$ cat src/rtl/alarm_ringer_pkg.sv
// rtl/alarm_ringer_pkg.sv - shared time widths, ringer state type and minute arithmetic
package alarm_ringer_pkg;

  localparam int TIME_W = 11;
  localparam int HOUR_W = 5;
  localparam int MIN_W  = 6;

  typedef enum logic [1:0] {
    IDLE    = 2'd0,
    RINGING = 2'd1,
    SNOOZED = 2'd2
  } state_t;

  // Adds n minutes (n < 60) to an {hour, min} time, wrapping at 60 minutes and 24 hours.
  function automatic logic [TIME_W-1:0] add_minutes(input logic [TIME_W-1:0] t,
                                                    input logic [MIN_W-1:0]  n);
    logic [HOUR_W-1:0] h;
    logic [MIN_W:0]    m;
    h = t[TIME_W-1:MIN_W];
    m = {1'b0, t[MIN_W-1:0]} + {1'b0, n};
    if (m >= 7'd60) begin
      m = m - 7'd60;
      h = h + 5'd1;
    end
    if (h == 5'd24) begin
      h = 5'd0;
    end
    return {h, m[MIN_W-1:0]};
  endfunction

endpackage

$ cat src/rtl/alarm_ringer_if.sv
// rtl/alarm_ringer_if.sv - signals between the alarm and its ringer front end
interface alarm_ringer_if;
  import alarm_ringer_pkg::*;

  logic              ring;
  logic [TIME_W-1:0] time_in;
  logic              tick_1hz;
  logic              end_ring;
  logic              set_time;
  logic [TIME_W-1:0] time_set_out;

  // The alarm side: reports ringing and the time, accepts stop and reload requests.
  modport master (
    output ring, time_in, tick_1hz,
    input  end_ring, set_time, time_set_out
  );

  // The ringer side.
  modport slave (
    input  ring, time_in, tick_1hz,
    output end_ring, set_time, time_set_out
  );

endinterface

$ cat src/rtl/alarm_ringer_beep_gen.sv
// rtl/alarm_ringer_beep_gen.sv - square-wave buzzer pattern, restarts high whenever enabled
module beep_gen #(
  parameter int BEEP_HALF = 25_000_000
) (
  input  logic clk,
  input  logic rst,
  input  logic en,
  output logic buzzer
);

  localparam int CW = (BEEP_HALF > 1) ? $clog2(BEEP_HALF) : 1;

  logic [CW-1:0] cnt;
  logic          phase;

  // Half-period counter; phase flips at the end of each half period, both clear while disabled.
  always_ff @(posedge clk or posedge rst) begin
    if (rst) begin
      cnt   <= '0;
      phase <= 1'b0;
    end else if (!en) begin
      cnt   <= '0;
      phase <= 1'b0;
    end else if (cnt == CW'(BEEP_HALF - 1)) begin
      cnt   <= '0;
      phase <= ~phase;
    end else begin
      cnt <= cnt + 1'b1;
    end
  end

  assign buzzer = en & ~phase;

endmodule

$ cat src/rtl/alarm_ringer.sv
// rtl/alarm_ringer.sv - ringing, snooze, dismiss and timeout control for the alarm
module alarm_ringer
  import alarm_ringer_pkg::*;
#(
  parameter int BEEP_HALF  = 25_000_000,
  parameter int SNOOZE_MIN = 5,
  parameter int TIMEOUT_S  = 60,
  parameter int MAX_SNOOZE = 3
) (
  input  logic           clk,
  input  logic           rst,
  alarm_ringer_if.slave  bus,
  input  logic           btn_dismiss,
  input  logic           btn_snooze,
  output logic           buzzer,
  output logic           snoozing
);

  localparam int TO_W = (TIMEOUT_S > 1) ? $clog2(TIMEOUT_S + 1) : 1;
  localparam int SC_W = (MAX_SNOOZE > 0) ? $clog2(MAX_SNOOZE + 1) : 1;

  state_t            state, state_n;
  logic              ring_q, dis_q, snz_q;
  logic [TO_W-1:0]   to_cnt, to_cnt_n;
  logic [SC_W-1:0]   snz_cnt, snz_cnt_n;
  logic [TIME_W-1:0] saved, saved_n;
  logic              end_ring_q, end_ring_n;
  logic              set_time_q, set_time_n;
  logic [TIME_W-1:0] tso_q, tso_n;

  logic ring_rise, ring_fall, dis_edge, snz_edge, timeout_hit, give_up;

  assign ring_rise   = bus.ring & ~ring_q;
  assign ring_fall   = ~bus.ring & ring_q;
  assign dis_edge    = btn_dismiss & ~dis_q;
  assign snz_edge    = btn_snooze & ~snz_q;
  assign timeout_hit = bus.tick_1hz && (to_cnt == TO_W'(TIMEOUT_S - 1));
  // An exhausted snooze allowance turns the snooze press into a dismiss.
  assign give_up     = dis_edge || timeout_hit || (snz_edge && (snz_cnt >= SC_W'(MAX_SNOOZE)));

  // State, edge-detect history and registered alarm-facing outputs.
  always_ff @(posedge clk or posedge rst) begin
    if (rst) begin
      state      <= IDLE;
      ring_q     <= 1'b0;
      dis_q      <= 1'b0;
      snz_q      <= 1'b0;
      to_cnt     <= '0;
      snz_cnt    <= '0;
      saved      <= '0;
      end_ring_q <= 1'b0;
      set_time_q <= 1'b0;
      tso_q      <= '0;
    end else begin
      state      <= state_n;
      ring_q     <= bus.ring;
      dis_q      <= btn_dismiss;
      snz_q      <= btn_snooze;
      to_cnt     <= to_cnt_n;
      snz_cnt    <= snz_cnt_n;
      saved      <= saved_n;
      end_ring_q <= end_ring_n;
      set_time_q <= set_time_n;
      tso_q      <= tso_n;
    end
  end

  // Next state and next values of the pulses, reload time and bookkeeping.
  always_comb begin
    state_n    = state;
    snz_cnt_n  = snz_cnt;
    saved_n    = saved;
    end_ring_n = 1'b0;
    set_time_n = 1'b0;
    tso_n      = tso_q;
    to_cnt_n   = '0;
    case (state)
      IDLE: begin
        if (ring_rise) begin
          state_n   = RINGING;
          saved_n   = bus.time_in;
          snz_cnt_n = '0;
        end
      end
      RINGING: begin
        if (give_up) begin
          state_n    = IDLE;
          end_ring_n = 1'b1;
          if (snz_cnt != '0) begin
            set_time_n = 1'b1;
            tso_n      = saved;
          end
        end else if (snz_edge) begin
          state_n    = SNOOZED;
          end_ring_n = 1'b1;
          set_time_n = 1'b1;
          tso_n      = add_minutes(bus.time_in, MIN_W'(SNOOZE_MIN));
          snz_cnt_n  = snz_cnt + 1'b1;
        end else if (ring_fall) begin
          // The alarm stopped on its own; put the original time back if we moved it.
          state_n = IDLE;
          if (snz_cnt != '0) begin
            set_time_n = 1'b1;
            tso_n      = saved;
          end
        end else begin
          to_cnt_n = bus.tick_1hz ? to_cnt + 1'b1 : to_cnt;
        end
      end
      SNOOZED: begin
        if (dis_edge) begin
          state_n    = IDLE;
          set_time_n = 1'b1;
          tso_n      = saved;
        end else if (ring_rise) begin
          state_n = RINGING;
        end
      end
      default: state_n = IDLE;
    endcase
  end

  beep_gen #(.BEEP_HALF(BEEP_HALF)) u_beep (
    .clk    (clk),
    .rst    (rst),
    .en     (state == RINGING),
    .buzzer (buzzer)
  );

  assign snoozing         = (state == SNOOZED);
  assign bus.end_ring     = end_ring_q;
  assign bus.set_time     = set_time_q;
  assign bus.time_set_out = tso_q;

endmodule

$ cat src/flat_wrapper.sv
// flat-port wrapper written by rule: the top's interface ports become plain ports
module alarm_ringer_flat import alarm_ringer_pkg::*;
#(
  parameter int BEEP_HALF  = 25_000_000,
  parameter int SNOOZE_MIN = 5,
  parameter int TIMEOUT_S  = 60,
  parameter int MAX_SNOOZE = 3
)
  (clk, rst, btn_dismiss, btn_snooze, buzzer, snoozing, bus_ring, bus_time_in, bus_tick_1hz, bus_end_ring, bus_set_time, bus_time_set_out);
  alarm_ringer_if bus_i ();
  input  logic clk;
  input  logic rst;
  input  logic btn_dismiss;
  input  logic btn_snooze;
  output logic buzzer;
  output logic snoozing;
  input wire logic [$bits(bus_i.ring)-1:0] bus_ring;
  input wire logic [$bits(bus_i.time_in)-1:0] bus_time_in;
  input wire logic [$bits(bus_i.tick_1hz)-1:0] bus_tick_1hz;
  output wire logic [$bits(bus_i.end_ring)-1:0] bus_end_ring;
  output wire logic [$bits(bus_i.set_time)-1:0] bus_set_time;
  output wire logic [$bits(bus_i.time_set_out)-1:0] bus_time_set_out;
  assign bus_i.ring = bus_ring;
  assign bus_i.time_in = bus_time_in;
  assign bus_i.tick_1hz = bus_tick_1hz;
  assign bus_end_ring = bus_i.end_ring;
  assign bus_set_time = bus_i.set_time;
  assign bus_time_set_out = bus_i.time_set_out;
  alarm_ringer #(.BEEP_HALF(BEEP_HALF), .SNOOZE_MIN(SNOOZE_MIN), .TIMEOUT_S(TIMEOUT_S), .MAX_SNOOZE(MAX_SNOOZE)) u_core (.clk(clk), .rst(rst), .bus(bus_i), .btn_dismiss(btn_dismiss), .btn_snooze(btn_snooze), .buzzer(buzzer), .snoozing(snoozing));
endmodule
$ cat config.mk
export PLATFORM = sky130hd
export DESIGN_NAME = alarm_ringer_flat
export DESIGN_NICKNAME = d
export VERILOG_FILES = /design/src/rtl/alarm_ringer_pkg.sv /design/src/rtl/alarm_ringer_if.sv /design/src/rtl/alarm_ringer_beep_gen.sv /design/src/rtl/alarm_ringer.sv /design/src/flat_wrapper.sv
export SDC_FILE = /design/constraint.sdc
export NUM_CORES = 1
export LEC_CHECK = 0
export CORE_MARGIN = 2
export CORE_UTILIZATION = 55
export CTS_CLUSTER_SIZE = 12
export DETAILED_ROUTE_END_ITERATION = 8
export PLACE_DENSITY_LB_ADDON = 0.25
export SKIP_LAST_GASP = 1
export SLEW_MARGIN = 30
export SYNTH_ARGS = -nofsm -noshare
export SYNTH_HDL_FRONTEND = slang
export SYNTH_SLANG_ARGS = --single-unit
$ cat constraint.sdc
create_clock -name clk -period 4.7 [get_ports clk]
set_input_delay 0.47 -clock clk [delete_from_list [all_inputs] [get_ports clk]]
set_output_delay 0.47 -clock clk [all_outputs]
set_load 0.05 [all_outputs]
**Word-level counts from Yosys, hierarchy flattened**

Cells that the tools add are included.

- Output and inout bits: 15
- Input bits: 17
- Logic and storage cells: 93
- Register bits: 63

- Equal/unequal tests: 12
- Bitwise gates (word level): 10
- Reduce and logical (&&, ||, !) cells: 11
- Multiplexer cells: 40
- $lt $le $gt $ge: 2
- Add/sub/neg operators: 6

Operators by type and width:

| operator | count |
|---|---|
| $mux W11 | 5 |
| $mux W25 | 2 |
| $mux W6 | 6 |
| $add A25 B1 Y25 const B | 1 |
| $eq A25 B25 Y1 const B | 1 |
| $mux W5 | 5 |
| $pmux W11 S2 | 1 |
| $mux W2 | 8 |
| $mux W1 | 10 |
| $ne A2 B1 Y1 const B | 4 |
| $add A6 B3 Y7 const B | 1 |
| $ge A7 B6 Y1 const B | 1 |
| $add A6 B1 Y6 const B | 1 |
| $eq A6 B6 Y1 const B | 1 |
| $pmux W2 S3 | 1 |
| $reduce_bool A2 Y1 | 3 |
| $sub A6 B6 Y6 const B | 1 |
| $add A5 B1 Y5 const B | 1 |
| $and A1 B1 Y1 | 5 |
| $eq A5 B5 Y1 const B | 1 |
| $ne A5 B2 Y1 const B | 1 |
| $not A1 Y1 | 5 |
| $ne A4 B1 Y1 const B | 1 |
| $pmux W2 S2 | 1 |
| 12 further kinds | 14 |

**Logic depth before layout (Yosys ltp)**

Gate-level depths: netlist of run 1.

- Depth after elaboration: 11
- Depth in mapped cells: 9
- Depth with buffers taken out: 9

**Hierarchy**

A second synthesis of run 1 with hierarchy kept.

- Cell total of the unflattened synthesis: 373
- Area total of the unflattened synthesis: 3628.5 um^2

Modules (own cells, without submodules):

| module | instances | area an instance (um^2) | cells an instance |
|---|---|---|---|
| alarm_ringer | 1 | 2304.7 | 235 |
| beep_gen | 1 | 1323.8 | 138 |

**Worst setup path after synthesis of run 1**

Ideal clock, no wire load.

- Path type: register to register
- Start: register u_core.state[0]
- End: register u_core.tso_q[9] (netlist: u_core.bus.time_set_out[9])
- Period minus slack after synthesis: 2.269 ns
- Buffers on the path: 2
- Slack: 2.431 ns
- Data required time: 4.567 ns
- Stages on the path, launching flop included: 10
- Setup time: 0.133 ns
- Arrival: 2.136 ns
- Path through: dfrtp_1 inv_1 ha_1 clkbuf_1 nor2_1 a21oi_2 clkbuf_1 nand2_1 o21ai_0 o41ai_2

- Longest elaborated chain between the ends: 3
- Elaborated cells on any way between the ends: 7
- Those cells by class: eq/ne (4); mux (1); reduce/logical (2)

Ends and longest elaborated chain:

| what | RTL line | source |
|---|---|---|
| start, declared | alarm_ringer.sv:22 | `state_t state, state_n;` |
| start signal, assigned | alarm_ringer.sv:55 | `state <= state_n;` |
| $eq A2 B2 Y1 (*) | -- |  |
| net snoozing | flat_wrapper.sv:16 | `output logic snoozing;` |
| $ne A2 B1 Y1 (no source line) or $reduce_bool A2 Y1 (tied branches) | -- |  |
| $reduce_and A3 Y1 (no source line) | -- |  |
| end signal, assigned | alarm_ringer.sv:64 | `tso_q <= tso_n;` |
| end, declared | alarm_ringer.sv:29 | `logic [TIME_W-1:0] tso_q, tso_n;` |

Mark *: on every way through the listed nets, which the timed path passes. The rest lies on a longest branch.
A chain may end at the register's enable or synchronous reset.

**Worst setup path in the final report of run 1**

- Start: register u_core.state[0]
- End: output port snoozing

- Longest elaborated chain between the ends: 1

Ends and longest elaborated chain:

| what | RTL line | source |
|---|---|---|
| $eq A2 B2 Y1 | alarm_ringer.sv:130 | `assign snoozing = (state == SNOOZED);` |
| end, declared | flat_wrapper.sv:16 |  |

Every way passes these cells.

==> results of run 1 <==
[how the worst max path moves through the flow]
stage | startpoint | end | cells after the start
global placement | bus_time_in[0] | u_core.bus.time_set_out[2] | 10
CTS | u_core.state[0] | snoozing | 3
detailed placement | bus_time_in[0] | u_core.bus.time_set_out[9] | 10
finish | u_core.state[0] | snoozing | 3
floorplan | u_core.state[0] | u_core.bus.time_set_out[9] | 9
global route | u_core.state[0] | snoozing | 3
[critical path, cell delays in order (launching register included)]
cell and delay [ps]:
dfrtp_1 430, inv_1 120, ha_1 630, clkdlybuf4s50_1 930
[flip-flops by register name (all words and copies together) (netlist names)]
name                     cells
u_core.snz_cnt               2
u_core.dis_q                 1
u_core.ring_q                1
u_core.snz_q                 1
u_core.bus.end_ring          1
u_core.state                 2
u_core.saved                11
u_core.bus.set_time          1
u_core.u_beep.cnt           25
u_core.u_beep.phase          1
u_core.to_cnt                6
u_core.bus.time_set_out     11
[logic make-up after synthesis]
kind of cell / share of synthesized area
adder cells (fa/ha/maj): 0.0419
XOR/XNOR: 0.0877
multiplexers: 0.0703
AND/OR/NAND/NOR: 0.204
flip-flops: 0.440
AO/OA/AOI/OAI: 0.129
buffers and inverters: 0.0262
[cell usage after synthesis, types with 3 or more instances]
cell type / number
and3_1: 5
ha_1: 12
nand3_1: 15
a31oi_1: 6
clkbuf_1: 6
nor3b_1: 3
nand4_1: 8
inv_1: 8
nor2_1: 52
xnor2_1: 9
nand2_1: 30
dfrtp_1: 63
nor2b_1: 8
o21ai_0: 15
xor2_1: 25
mux2i_1: 6
a21oi_1: 11
mux2_2: 15
nand3b_1: 3
a32oi_1: 3
o21ai_1: 3
a211oi_1: 3
nor3_1: 7
o31ai_1: 4
nand2b_1: 5
[layout make-up]
type | count | area [µm²]
clock buffers | 10 | 138
fillers | 502 | 2150
repair buffers | 34 | 333
well taps | 77 | 96.3
clock inverters | 6 | 83.8
inverters | 8 | 30.0
flip-flops and latches | 63 | 1580
multi-input cells | 283 | 1910
[per-stage QoR]
step | setup WS, ps | area [µm²]
after detailed placement | 1650 | 3950
after global placement | 1740 | 3950
after CTS | 1790 | 4170
after global routing | 1720 | 4170
final | 1790 | 4170
after floorplan | 2430 | 3580
[power by group through the flow]
stage	Sequential, mW	Combinational, mW	Clock (mW)
6_report	0.761	0.921	0.520
5_1_grt	0.780	0.999	0.557
4_1_cts	0.761	0.926	0.533
3_5_place_dp	0.772	0.921	0
3_3_place_gp	0.765	0.908	0
2_1_floorplan	0.915	0.509	0
[routing by layer]
layer | global-route usage | vias to the layer above
met4 | 0.0866 | 0
met2 | 0.349 | 52
met3 | 0.0610 | 11
li1 | - | 1353
met1 | 0.270 | 1339
met5 | 0 | -
==> run summary, run 1 <==
Status = completed
Remaining DRCs = 0
TritonCTS clock tree = done
First-pass GRT wire length = 12.2 mm
# H-tree levels = 3
Ys flop type = dfrtp_1
CTS buffer count = 9
Worst Reg-to-Reg Cells = 8
Via/cell ratio = 5.73
#FFs+latches synth = 63
Netlist cell types = 57
Row count = 29
Gate Count Post-Synth = 365
Drt total wl = 7.17 mm
DR vias = 2755
Reg2Reg Setup Slack = 2170 ps
Peak supply drop = 395 µV
Core Region = 6310 µm²
P&R area growth vs syn = 16.4%
Worst-margin pin slew = 812 ps
WL/cell = 14.9 µm
Horiz. Die Dim = 84.7 µm
Area fraction of the dominant cell type after synthesis = 0.440
Die area = 7170 µm²
Pint = 1.34 mW
Setup Fix Bufs, Post-CTS = 0
Hpwl dp = 5.00 mm
Port Buf Inserts = 31
Largest net degree at the start of global routing = 40
Met3 wire len = 300 µm
CTS Hold Bufs = 0
Clock skew = 9.10 ps
Worst slew margin = 0.454
Setup TNS = 0 ps
GRT overflow = 0
Synth Warn # = 0
Combinational power share = 0.418
Routability cong. = 0.863
Final setup fails = 0
RR Startpoint = u_core.to_cnt[0]
Clock insertion delay at the later pin of the skew report = 340 ps
Post-Syn Nets = 394
DR top layer = met4
Req. time, crit path = 4230 ps
Asr flop ratio synth = 1.00
Reg2reg end = u_core.bus.time_set_out[1]
Post-synth EDFFs = 0
Switching portion of total power = 0.393
Crit Path Class = reg2out
Longest Clk Path Bufs = 2
CTS Sinks = 63
DIE HEIGHT = 84.7 µm
Fin. Hold Viols = 0
Worst EP arrival = 2440 ps
Initial DRT Pass Iterations = 4
Placed Cells = 465
Ant. Diodes = 0
Tot Pwr = 2.20 mW
Top-level port count = 32
Pleak = 1.73 nW
Vias in the first global route = 2710
Clock slew seen by the registers of the worst setup and hold paths = 70 ps
Biggest fanout along the worst timing path = 20
P per Cell Area = 529 nW/µm²
Routed Antenna Nets = 0
Unrepaired setup endpoints after global routing = no
HP Class = in2async
NetSw = 0.867 mW
Initial DRC count = 156
Synthesized cell area = 3580 µm²
Final core utilization = 0.660
Final Critical Period = 2910 ps
Synth area leaders = dfrtp_1 (44%), xor2_1 (6.1%), nor2_1 (5.5%), mux2_2 (4.7%), ha_1 (4.2%)
Fraction of layout cells with a size suffix above 1 = 0.121
CP Capture Type = output port
Post-Layout Cell Count = 481
Final worst path period share = 0.620
Post-CTS sizing = 0
Startpoint Class = flop
Clk network pwr share = 0.236
Synthesized area per cell = 9.81 µm²
Nets = 428
Most common cell after layout, fill and taps aside = dfrtp_1
Routed met1 length = 3.25 mm
CTS root buf = clkbuf_8
DR WL met2 = 3.50 mm
Initial Util = 0.567
Max-Cap Viols = 0
Total global-route track usage = 0.214
FMAX = 343 MHz
Most frequent cells in the layout = dfrtp_1 (63), nor2_1 (52), clkdlybuf4s50_1 (31), nand2_1 (30), xor2_1 (25)
Count of pins over their slew limit = 0
Antenna violations before repair = 0
Leading area contributor after synthesis = dfrtp_1
Smallest hold slack = 477 ps
Seq/Total Area, Yosys = 0.440
Flop pwr share = 0.346
No activity file was read; power rests on OpenSTA's default activity.
==> run 2, diff against run 1 <==
CORE_UTILIZATION = 52   (was 55)
clock period = 2.6 ns   (was 4.7 ns; I/O delays follow)
==> run summary, run 2 (synthesis gave the netlist of run 1 again) <==
WL/cell = 15.0 µm
# H-tree levels = 3
Core Region = 6720 µm²
GRT overflow = 0
Count of pins over their slew limit = 0
Place WS = -132 ps
Die area = 7560 µm²
Initial DRT Pass Iterations = 4
CTS Sinks = 63
Ant. Diodes = 0
P per Cell Area = 929 nW/µm²
CTS buffer count = 9
Largest net degree at the start of global routing = 64
Status = completed
Total global-route track usage = 0.218
Nets = 442
Clock slew seen by the registers of the worst setup and hold paths = 70 ps
FF/Latch Area = 1580 µm²
FMAX = 420 MHz
Routed met1 length = 3.53 mm
DR top layer = met4
Dpl cell area = 4070 µm²
Hpwl dp = 5.21 mm
Row count = 30
Peak supply drop = 409 µV
Max-Cap Viols = 0
HP Class = in2async
Initial Util = 0.533
Most flops, register = u_core.u_beep.cnt
Fraction of layout cells with a size suffix above 1 = 0.149
Fillcell total = 544
Crit Path Class = in2reg
Port Buf Inserts = 31
CP Capture Type = flop
Placed Cells = 482
DR vias = 2804
Initial DRC count = 138
Horiz. Die Dim = 87.0 µm
Met3 wire len = 382 µm
Remaining DRCs = 0
Worst setup margin = 219 ps
Routability cong. = 0.814
Setup TNS = 0 ps
DIE HEIGHT = 87.0 µm
Worst-margin pin slew = 597 ps
Drt total wl = 7.47 mm
TritonCTS clock tree = done
DR WL met2 = 3.47 mm
Smallest hold slack = 296 ps
Final worst path period share = 0.916
Clock insertion delay at the later pin of the skew report = 340 ps
Worst slew margin = 0.602
Setup Fix Bufs, Post-CTS = 0
First-pass GRT wire length = 13.0 mm
Most common cell after layout, fill and taps aside = dfrtp_1
Post-Layout Cell Count = 497
Via/cell ratio = 5.64
Longest Clk Path Bufs = 2
Vias in the first global route = 2789
Fin. Hold Viols = 0
Antenna violations before repair = 0
Final Critical Period = 2380 ps
Routed Antenna Nets = 0
Req. time, crit path = 2840 ps
Max reg flops = 25
CTS Hold Bufs = 0
Startpoint Class = input pin
Cell area after layout = 4270 µm²
Multi-input logic area = 1910 µm²
Pleak = 1.80 nW
Final setup fails = 0
Most frequent cells in the layout = dfrtp_1 (63), nor2_1 (52), nand2_1 (30), clkdlybuf4s50_1 (30), xor2_1 (25)
Worst EP arrival = 2620 ps
Biggest fanout along the worst timing path = 5
Clock skew = 6.85 ps
Top-level port count = 32
Unrepaired setup endpoints after global routing = no
P&R area growth vs syn = 19.3%
CTS root buf = clkbuf_8
## run 2: cell types whose count changed in the layout (fill, tap and decap cells not counted)
cell	change
buf_12	+1
nor3_1	-1
dlymetal6s2s_1	+1
nor3_2	+1
clkbuf_8	+1
clkinvlp_4	+1
clkbuf_1	+1
clkinv_4	-1
buf_4	+13
clkdlybuf4s50_1	-1
clkinv_2	-2
bufinv_16	-1
## run 2: final cells by class
class                   instances  area share
clock buffers                  12      0.0363
clock inverters                 3     0.00996
inverters                       8     0.00703
multi-input cells             283       0.448
flip-flops and latches         63       0.369
well taps                      80      0.0234
repair buffers                 48       0.106
## run 2: metrics by stage
stage | power (mW) | util
2_1_floorplan | 2.58 | -
3_3_place_gp | 3.07 | 0.605
3_5_place_dp | 3.12 | 0.605
4_1_cts | 4.00 | 0.635
5_1_grt | 4.23 | 0.636
6_report | 3.97 | 0.636
## run 2: final timing paths
check                                           startpoint                          to  slack (ps)  cells after the start
worst max register to register            u_core.to_cnt[0]  u_core.bus.time_set_out[1]         350                      8
min in group clk                                btn_snooze                u_core.snz_q         390                      1
worst max-delay path                        bus_time_in[1]  u_core.bus.time_set_out[9]         220                     10
worst min register to register  u_core.bus.time_set_out[8]  u_core.bus.time_set_out[8]         500                      2
max in group asynchronous                              rst            u_core.to_cnt[5]        2030                      3
worst min-delay path                                   rst       u_core.u_beep.cnt[20]         300                      3
## run 2: critical path: stages
cell,delay (ps)
clkdlybuf4s50_1,530
ha_1,280
xnor2_1,180
ha_1,210
nand2_1,110
a311oi_4,350
o2111ai_1,170
mux2i_1,240
nor2_1,90
o41ai_2,210
## run 2: per-layer routing
layer	vias up	global-route usage
met5	-	0
li1	1380	-
met1	1351	0.298
met4	0	0.0724
met3	8	0.0607
met2	65	0.337
## run 2: power breakdown
group	switching, mW	internal [mW]	leakage, nW	total, mW
sequential	0.169	1.21	0.820	1.38
clock	0.378	0.489	0.0985	0.866
combinational	1.04	0.691	0.877	1.73
## run 2: repair_timing
item	CTS	global route
gates resized for setup	0	2
setup endpoints to repair	0	3
hold endpoints to repair	0	0
